### src/rtl/core2wb_pipelined.sv
// Ibex-style req/gnt/rvalid port to Wishbone B4 pipelined master, with up to
// MaxOutstanding requests in flight and a watchdog that flushes a hung bus.
module core2wb_pipelined #(
  parameter int AW             = 32,
  parameter int DW             = 32,
  parameter int MaxOutstanding = 2,
  parameter int TimeoutCycles  = 255
) (
  input  logic            clk,
  input  logic            rst_n,
  input  logic            core_req,
  output logic            core_gnt,
  input  logic            core_we,
  input  logic [DW/8-1:0] core_be,
  input  logic [AW-1:0]   core_addr,
  input  logic [DW-1:0]   core_wdata,
  output logic            core_rvalid,
  output logic [DW-1:0]   core_rdata,
  output logic            core_err,
  output logic            wb_cyc_o,
  output logic            wb_stb_o,
  output logic            wb_we_o,
  output logic [DW/8-1:0] wb_sel_o,
  output logic [AW-1:0]   wb_adr_o,
  output logic [DW-1:0]   wb_dat_o,
  input  logic [DW-1:0]   wb_dat_i,
  input  logic            wb_ack_i,
  input  logic            wb_err_i,
  input  logic            wb_stall_i,
  output logic            timeout_o,
  output logic            spurious_o
);

  localparam int CW = $clog2(MaxOutstanding + 1);
  localparam int TW = (TimeoutCycles > 0) ? $clog2(TimeoutCycles + 1) : 1;
  localparam logic [CW-1:0] MaxCnt  = CW'(MaxOutstanding);
  localparam logic [TW-1:0] WdLimit = TW'(TimeoutCycles);

  typedef enum logic {
    RUN   = 1'b0,
    FLUSH = 1'b1
  } state_e;

  state_e          state_q, state_d;
  logic [CW-1:0]   cnt_q, cnt_d;
  logic [TW-1:0]   wd_q, wd_d;
  logic            rvalid_q, rvalid_d;
  logic [DW-1:0]   rdata_q, rdata_d;
  logic            err_q, err_d;
  logic            timeout_q, timeout_d;
  logic            spurious_q, spurious_d;
  logic            resp, resp_ok;

  // Request fields go straight through; only stb/cyc/gnt are qualified.
  assign wb_we_o  = core_we;
  assign wb_sel_o = core_be;
  assign wb_adr_o = core_addr;
  assign wb_dat_o = core_wdata;

  assign resp = wb_ack_i | wb_err_i;

  always_comb begin
    state_d    = state_q;
    cnt_d      = cnt_q;
    wd_d       = wd_q;
    rvalid_d   = 1'b0;
    rdata_d    = rdata_q;
    err_d      = 1'b0;
    timeout_d  = 1'b0;
    spurious_d = 1'b0;
    wb_stb_o   = 1'b0;
    wb_cyc_o   = 1'b0;
    core_gnt   = 1'b0;
    resp_ok    = 1'b0;

    unique case (state_q)
      RUN: begin
        wb_stb_o   = core_req && (cnt_q < MaxCnt);
        core_gnt   = wb_stb_o && !wb_stall_i;
        wb_cyc_o   = wb_stb_o || (cnt_q != '0);
        resp_ok    = resp && (cnt_q != '0);
        spurious_d = resp && (cnt_q == '0);

        if (resp_ok) begin
          rvalid_d = 1'b1;
          rdata_d  = wb_dat_i;
          err_d    = wb_err_i;
        end

        if (core_gnt && !resp_ok) begin
          cnt_d = cnt_q + CW'(1);
        end else if (!core_gnt && resp_ok) begin
          cnt_d = cnt_q - CW'(1);
        end

        // Watchdog counts silent cycles while anything is outstanding.
        if ((cnt_q == '0) || resp_ok) begin
          wd_d = '0;
        end else if (TimeoutCycles != 0) begin
          wd_d = wd_q + TW'(1);
          if (wd_d == WdLimit) begin
            wd_d      = '0;
            timeout_d = 1'b1;
            state_d   = FLUSH;
          end
        end
      end

      FLUSH: begin
        wd_d = '0;
        if (cnt_q == '0) begin
          state_d = RUN;
        end else begin
          rvalid_d = 1'b1;
          err_d    = 1'b1;
          cnt_d    = cnt_q - CW'(1);
        end
      end
    endcase
  end

  always_ff @(posedge clk or negedge rst_n) begin
    if (!rst_n) begin
      state_q    <= RUN;
      cnt_q      <= '0;
      wd_q       <= '0;
      rvalid_q   <= 1'b0;
      rdata_q    <= '0;
      err_q      <= 1'b0;
      timeout_q  <= 1'b0;
      spurious_q <= 1'b0;
    end else begin
      state_q    <= state_d;
      cnt_q      <= cnt_d;
      wd_q       <= wd_d;
      rvalid_q   <= rvalid_d;
      rdata_q    <= rdata_d;
      err_q      <= err_d;
      timeout_q  <= timeout_d;
      spurious_q <= spurious_d;
    end
  end

  assign core_rvalid = rvalid_q;
  assign core_rdata  = rdata_q;
  assign core_err    = err_q;
  assign timeout_o   = timeout_q;
  assign spurious_o  = spurious_q;

endmodule
### config.mk
export PLATFORM = sky130hd
export DESIGN_NAME = core2wb_pipelined
export DESIGN_NICKNAME = d
export VERILOG_FILES = /design/src/rtl/core2wb_pipelined.sv
export SDC_FILE = /design/constraint.sdc
export NUM_CORES = 1
export LEC_CHECK = 0
export CELL_PAD_IN_SITES_DETAIL_PLACEMENT = 1
export CELL_PAD_IN_SITES_GLOBAL_PLACEMENT = 1
export CORE_UTILIZATION = 23
export DETAILED_ROUTE_END_ITERATION = 8
export PLACE_DENSITY_LB_ADDON = 0.05
export RECOVER_POWER = 50
export SYNTH_ARGS = -nofsm -noshare
export SYNTH_HDL_FRONTEND = slang
export SYNTH_SLANG_ARGS = --single-unit
### constraint.sdc
create_clock -name clk -period 2.6 [get_ports clk]
set_input_delay 0.39 -clock clk [delete_from_list [all_inputs] [get_ports clk]]
set_output_delay 0.39 -clock clk [all_outputs]
set_load 0.1 [all_outputs]
==> impl_metrics.toml, run 1 <==
[synthesis]
ys_top_cells_by_count = "buf_4 (72), dfrtp_1 (47), mux2_2 (31)"
async_flop_share_pct = 100
synth_top_cell_by_area = "dfrtp_1"
ys_types = 34
synth_ff_type = "dfrtp_1"
synth_edf_count = 0
yosysTopAreaCellShare_pct = 46.1
synth-seq-cells = 47
synth.area.top_cells = "dfrtp_1 (46%), buf_4 (21%), mux2_2 (14%)"
synth_most_common_cell = "buf_4"
syn-num-nets = 327
syn_area_per_cell_um2 = 11.8
yosysWarnings = 0
ys_seq_area_share_pct = 46.1
synth_cells = 216
synth_area_mm2 = 0.00255

[drt]
ant_nets = 0
route.detailed.drc = 0
dr.pass1.iters = 3
wire_per_inst_um = 14.4
routed-via-count = 1496
drt_wl_total_um = 5310
vias_per_cell = 4.05
drt_iter0_drc = 19

[final_layout]
area_delta_synth_final_pct = 18.8
drive_above_1_share_pct = 38.4
antenna_cells = 0
final_nets = 339
final_util_pct = 28.0
fill_cells = 1194

[die]
row_count = 38
die-height_um = 107
io_pins = 215
core_mm2 = 0.0108
die_w_um = 107
die_area_mm2 = 0.0115
initial_core_util_pct = 23.5

[worst_setup_path]
cp_data_required_time_ps = 2750
cp-endpoint = "wd_q[2]$_DFF_PN0_"
regToRegSetupSlack_ps = 460
crit_slowest_cell = "o21ai_0"
r2r-start = "wd_q[1]$_DFF_PN0_"
worstPathCellList = "ha_1, xor2_1, nand4_1, o21ai_0, a21boi_0"
cp.depth = 5
critPathTopFamily = "compound AO/OA/AOI/OAI gates"
ff2ff_path_depth = 5
worst_setup_path_startpoint = "wd_q[1]$_DFF_PN0_"
regToRegEndpoint = "wd_q[2]$_DFF_PN0_"
arrival_ps = 2300
start_kind = "register"
crit_path_max_fanout = 7
critPathBufInv = 0
crit_type = "register to register"
critPathMaxStageDelay_ps = 580
cp-end-kind = "register"

[flow_run]
cap_violations = 0

[grt]
grtUsageTotal_pct = 9.48
grt_pass1_wl_um = 8320
antenna_found_initial = 0
grt_pass1_vias = 1652
grt_max_degree = 33
grt_overflow = 0

[timing]
slew_headroom_pct = 29.8
worst_slew_pin_slew_ps = 1050
hold_viol = 0
setup-violations-final = 0
final.period_utilization_pct = 82.5
fin_worst_skew_ps = 7.76
fmax_mhz = 466
slew_viol_final = 0
rsz0062_at_grt = "no"
fin_tns_setup_ps = 0
fin_crit_ps = 2140

[worst_hold_path]
timing.hold.worst.class = "input port to async pin"

[clock_network]
post_cts_resized = 0
clockBufferDepth = 2
htree_num_levels = 2
ctsHoldBuffers = 0
root_buffer = "clkbuf_8"
cts.sinks = 47
path_clk_slew_ps = 90
clkLatencyLatePin_ps = 300
cts_tree = "built"
post_cts_buffers = 0
cts_made_buffers = 5

[placed_design]
globalplace.congestion = 0.739
dpl.hpwl_um = 3890
io_buffers = 76

[status]
status = "complete, no violations"
## cell usage in the layout, fill, tap and decap left out, types with 2 or more instances in the layout
cell type         n
a21boi_0          2
a21oi_1           7
and4_4            2
buf_12            4
buf_4            36
bufinv_16         2
clkbuf_1          2
clkbuf_8          5
clkdlybuf4s50_1  36
dfrtp_1          47
ha_1              4
inv_1             4
mux2_1            3
mux2_2           31
nand2_1           5
nand3_1           3
nor2_1            7
xnor2_1           3
xor2_1            6
## state kept, by name, indices dropped and copies added, names as in the netlist
name and flops:
core_rdata 32, wd_q 8, cnt_q 2, core_err 1, core_rvalid 1, spurious_o 1, state_q 1, timeout_o 1
## metrics by stage
| step | setup slack [ps] | hold WS, ps | cell area [µm²] | std cells |
|---|---|---|---|---|
| 2_1_floorplan | 98.5 | 94.4 | 2560 | 216 |
| 3_3_place_gp | 431 | 357 | 2900 | 361 |
| 3_5_place_dp | 397 | 369 | 2900 | 361 |
| 4_1_cts | 480 | 34.1 | 3040 | 369 |
| 5_1_grt | 281 | 328 | 3030 | 369 |
| 6_report | 455 | 253 | 3030 | 369 |
## per-layer routing
layer	vias to the layer above	wire [µm]	GRT usage, %
met2	71	2420	14.7
li1	678	-	-
met4	0	141	5.19
met1	730	2310	11.4
met5	-	0	0
met3	17	435	3.39
## cell type report
cell class	count	area [µm²]	share of cell area [%]
flip-flops and latches	47	1180	38.8
clock buffers	6	72.6	2.39
inverters	4	15.0	0.495
repair buffers	78	719	23.7
clock inverters	2	60.1	1.98
well taps	140	175	5.78
multi-input cells	92	813	26.8
## cell families after synthesis
kind of cell    after synthesis  share of synthesized area (%)
simple gates                 29                           6.87
xor+xnor                      9                           3.09
flops                        47                           46.1
buf+inv                      77                           22.2
compound gates               16                           4.76
fa+ha+maj                     4                           1.96
mux                          34                           15.0
## worst min-delay path by stage
stage / start / to / slack (ps) / cells past startpoint
after floorplan: rst_n / cnt_q[0]$_DFFE_PN0P_ / 90 / 0
after global placement: rst_n / core_rdata[20]$_DFFE_PN0P_ / 360 / 1
after detailed placement: rst_n / core_rdata[21]$_DFFE_PN0P_ / 370 / 1
after CTS: rst_n / core_rdata[20]$_DFFE_PN0P_ / 30 / 1
after global routing: rst_n / core_rdata[16]$_DFFE_PN0P_ / 330 / 1
final: rst_n / core_rdata[16]$_DFFE_PN0P_ / 250 / 1
Power of run 1 is left out: the tool's default activity adds up to more than one toggle a clock period on the data nets, which glitch-free logic cannot reach.
==> run 2, diff against run 1 <==
Settings changed: CORE_UTILIZATION 23 to 20.
Clock period 2.6 ns to 1.75 ns, I/O delays scaled along.
==> run 2 against run 1 <==
Against the previous run: non-clock buffer count rose by 18; flip-flop and latch count did not move; core utilization rose by 2.9 points; cell area rose by 24%; via count rose by 4.7%; routed wire length rose by 21%; cell count rose by 12%; worst hold slack improved by 270 ps; fmax rose by 25%; first-iteration DRC count rose by 26%; die area rose by 15%; critical endpoint is now core_rdata[29]$_DFFE_PN0P_.
==> impl_metrics.toml, run 2 (synthesized netlist as in run 1, its figures left out) <==
[status]
status = "complete, no violations"

[placed_design]
globalplace.congestion = 0.680
dpl.hpwl_um = 4250
io_buffers = 76

[die]
row_count = 40
core_mm2 = 0.0122
io_pins = 215
initial_core_util_pct = 20.9
die-height_um = 115
die_w_um = 115
die_area_mm2 = 0.0132

[worst_hold_path]
timing.hold.worst.class = "input port to output port"

[timing]
hold_viol = 0
fin_crit_ps = 1710
rsz0062_at_grt = "yes"
slew_headroom_pct = 51.9
fmax_mhz = 585
worst_slew_pin_slew_ps = 721
fin_worst_skew_ps = 5.30
setup-violations-final = 0
slew_viol_final = 0
final.period_utilization_pct = 97.8

[clock_network]
path_clk_slew_ps = 70
cts_tree = "built"
htree_num_levels = 2
root_buffer = "clkbuf_16"
cts_made_buffers = 5
clockBufferDepth = 2
clkLatencyLatePin_ps = 300
cts.sinks = 47

[worst_setup_path]
crit_path_max_fanout = 8
arrival_ps = 1890
start_kind = "register"
crit_type = "register to register"
cp_data_required_time_ps = 1930
cp-end-kind = "register"

[pwr]
internal_power_mw = 4.67
sequentialPowerShare_pct = 20.5
total_power_mw = 9.61
power_switching_mw = 4.94
switching_share_pct = 51.4
power.density_mw_per_mm2 = 2550
pwr-share-clk_pct = 10.1
share_comb_of_total_power_pct = 69.4
ir_drop_mv = 0.513
leakage_nw = 1.62

[final_layout]
area_delta_synth_final_pct = 47.9
drive_above_1_share_pct = 45.3
final_cell_mix = "dfrtp_1 (47), buf_12 (40), clkdlybuf4s50_1 (36)"
antenna_cells = 0
final_util_pct = 30.9
final_common_cell = "dfrtp_1"
final_nets = 357
fill_cells = 1323
largest_register_ffs = 32

[grt]
grtUsageTotal_pct = 9.59
grt_pass1_vias = 1625
grt_max_degree = 48
grt_overflow = 0
antenna_found_initial = 0
grt_pass1_wl_um = 9270

[drt]
vias_per_cell = 3.78
routed-via-count = 1567
route.detailed.drc = 0
dr.pass1.iters = 3
drt_wl_total_um = 6440
wire_per_inst_um = 15.5
ant_nets = 0
drt_iter0_drc = 24

[flow_run]
cap_violations = 0
run 2: cell types whose count changed in the layout (fill, tap and decap cells not counted), sizes merged:
cell and change:
clkinv +1, clkbuf +2, buf +16, dlygate4sd3 +1, bufinv -2
run 2: power by group through the flow:
stage | sequential (mW) | clock, mW | combinational, mW
2_1_floorplan | 4.77 | 0 | 1.76
3_3_place_gp | 1.98 | 0 | 6.34
3_5_place_dp | 2.00 | 0 | 6.34
4_1_cts | 1.97 | 1.03 | 6.38
5_1_grt | 2.04 | 1.07 | 6.89
6_report | 1.97 | 0.973 | 6.67
run 2: final cells by class:
type / count / area (µm²) / area share [%]
clock buffers: 7 / 133 / 3.51
clock inverters: 1 / 5.00 / 0.133
inverters: 4 / 15.0 / 0.398
multi-input cells: 92 / 881 / 23.3
flip-flops and latches: 47 / 1180 / 31.2
well taps: 168 / 210 / 5.57
repair buffers: 96 / 1350 / 35.9
run 2: through the flow:
| step | TNS (ps) | cell area [µm²] | setup WS, ps | instances | hold slack, ps |
|---|---|---|---|---|---|
| floorplan | -301 | 2570 | -281 | 216 | -33.1 |
| global placement | -4990 | 3480 | -165 | 400 | 290 |
| detailed placement | -5350 | 3480 | -178 | 400 | 286 |
| CTS | 0 | 3640 | 19.7 | 410 | 500 |
| global route | -225 | 3770 | -17.1 | 415 | 525 |
| finish | 0 | 3770 | 39.2 | 415 | 525 |
run 2: worst max-delay path, stage by stage, from the launching register on:
cell       delay (ps)
dfrtp_1           370
inv_2              60
ha_4              150
or2_4             240
nor2_4            130
buf_12            140
clkbuf_16         160
mux2_2            330
run 2: what timing repair did:
action / 4_1_cts / 5_1_grt
gates resized for setup: 1 / 13
hold buffers: 1 / 0
gates cloned: 0 / 3
pin swaps: 2 / 3
setup endpoints to repair: 1 / 39
setup buffers: 2 / 2
hold endpoints to repair: 47 / 0
run 2: routing by layer:
| metal | global-route usage, % | wire length [µm] | up-vias | share of wire (%) |
|---|---|---|---|---|
| met4 | 5.54 | 126 | 0 | 2.0 |
| met2 | 13.3 | 2750 | 70 | 43 |
| met3 | 3.37 | 477 | 16 | 7.4 |
| li1 | - | - | 720 | - |
| met1 | 12.8 | 3090 | 761 | 48 |
| met5 | 0 | 0 | - | 0 |
run 2: worst paths after layout:
path / cells past startpoint / to / slack [ps] / from
max: 7 / core_rdata[29]$_DFFE_PN0P_ / 40 / cnt_q[1]$_DFFE_PN0P_
min: 0 / wb_adr_o[11] / 530 / core_addr[11]
max reg2reg: 7 / core_rdata[29]$_DFFE_PN0P_ / 40 / cnt_q[1]$_DFFE_PN0P_
min reg2reg: 2 / cnt_q[0]$_DFFE_PN0P_ / 560 / cnt_q[0]$_DFFE_PN0P_
max in group asynchronous: 3 / core_rdata[1]$_DFFE_PN0P_ / 600 / rst_n
min in group asynchronous: 3 / core_rdata[25]$_DFFE_PN0P_ / 680 / rst_n
No activity file was read; power rests on OpenSTA's default activity.
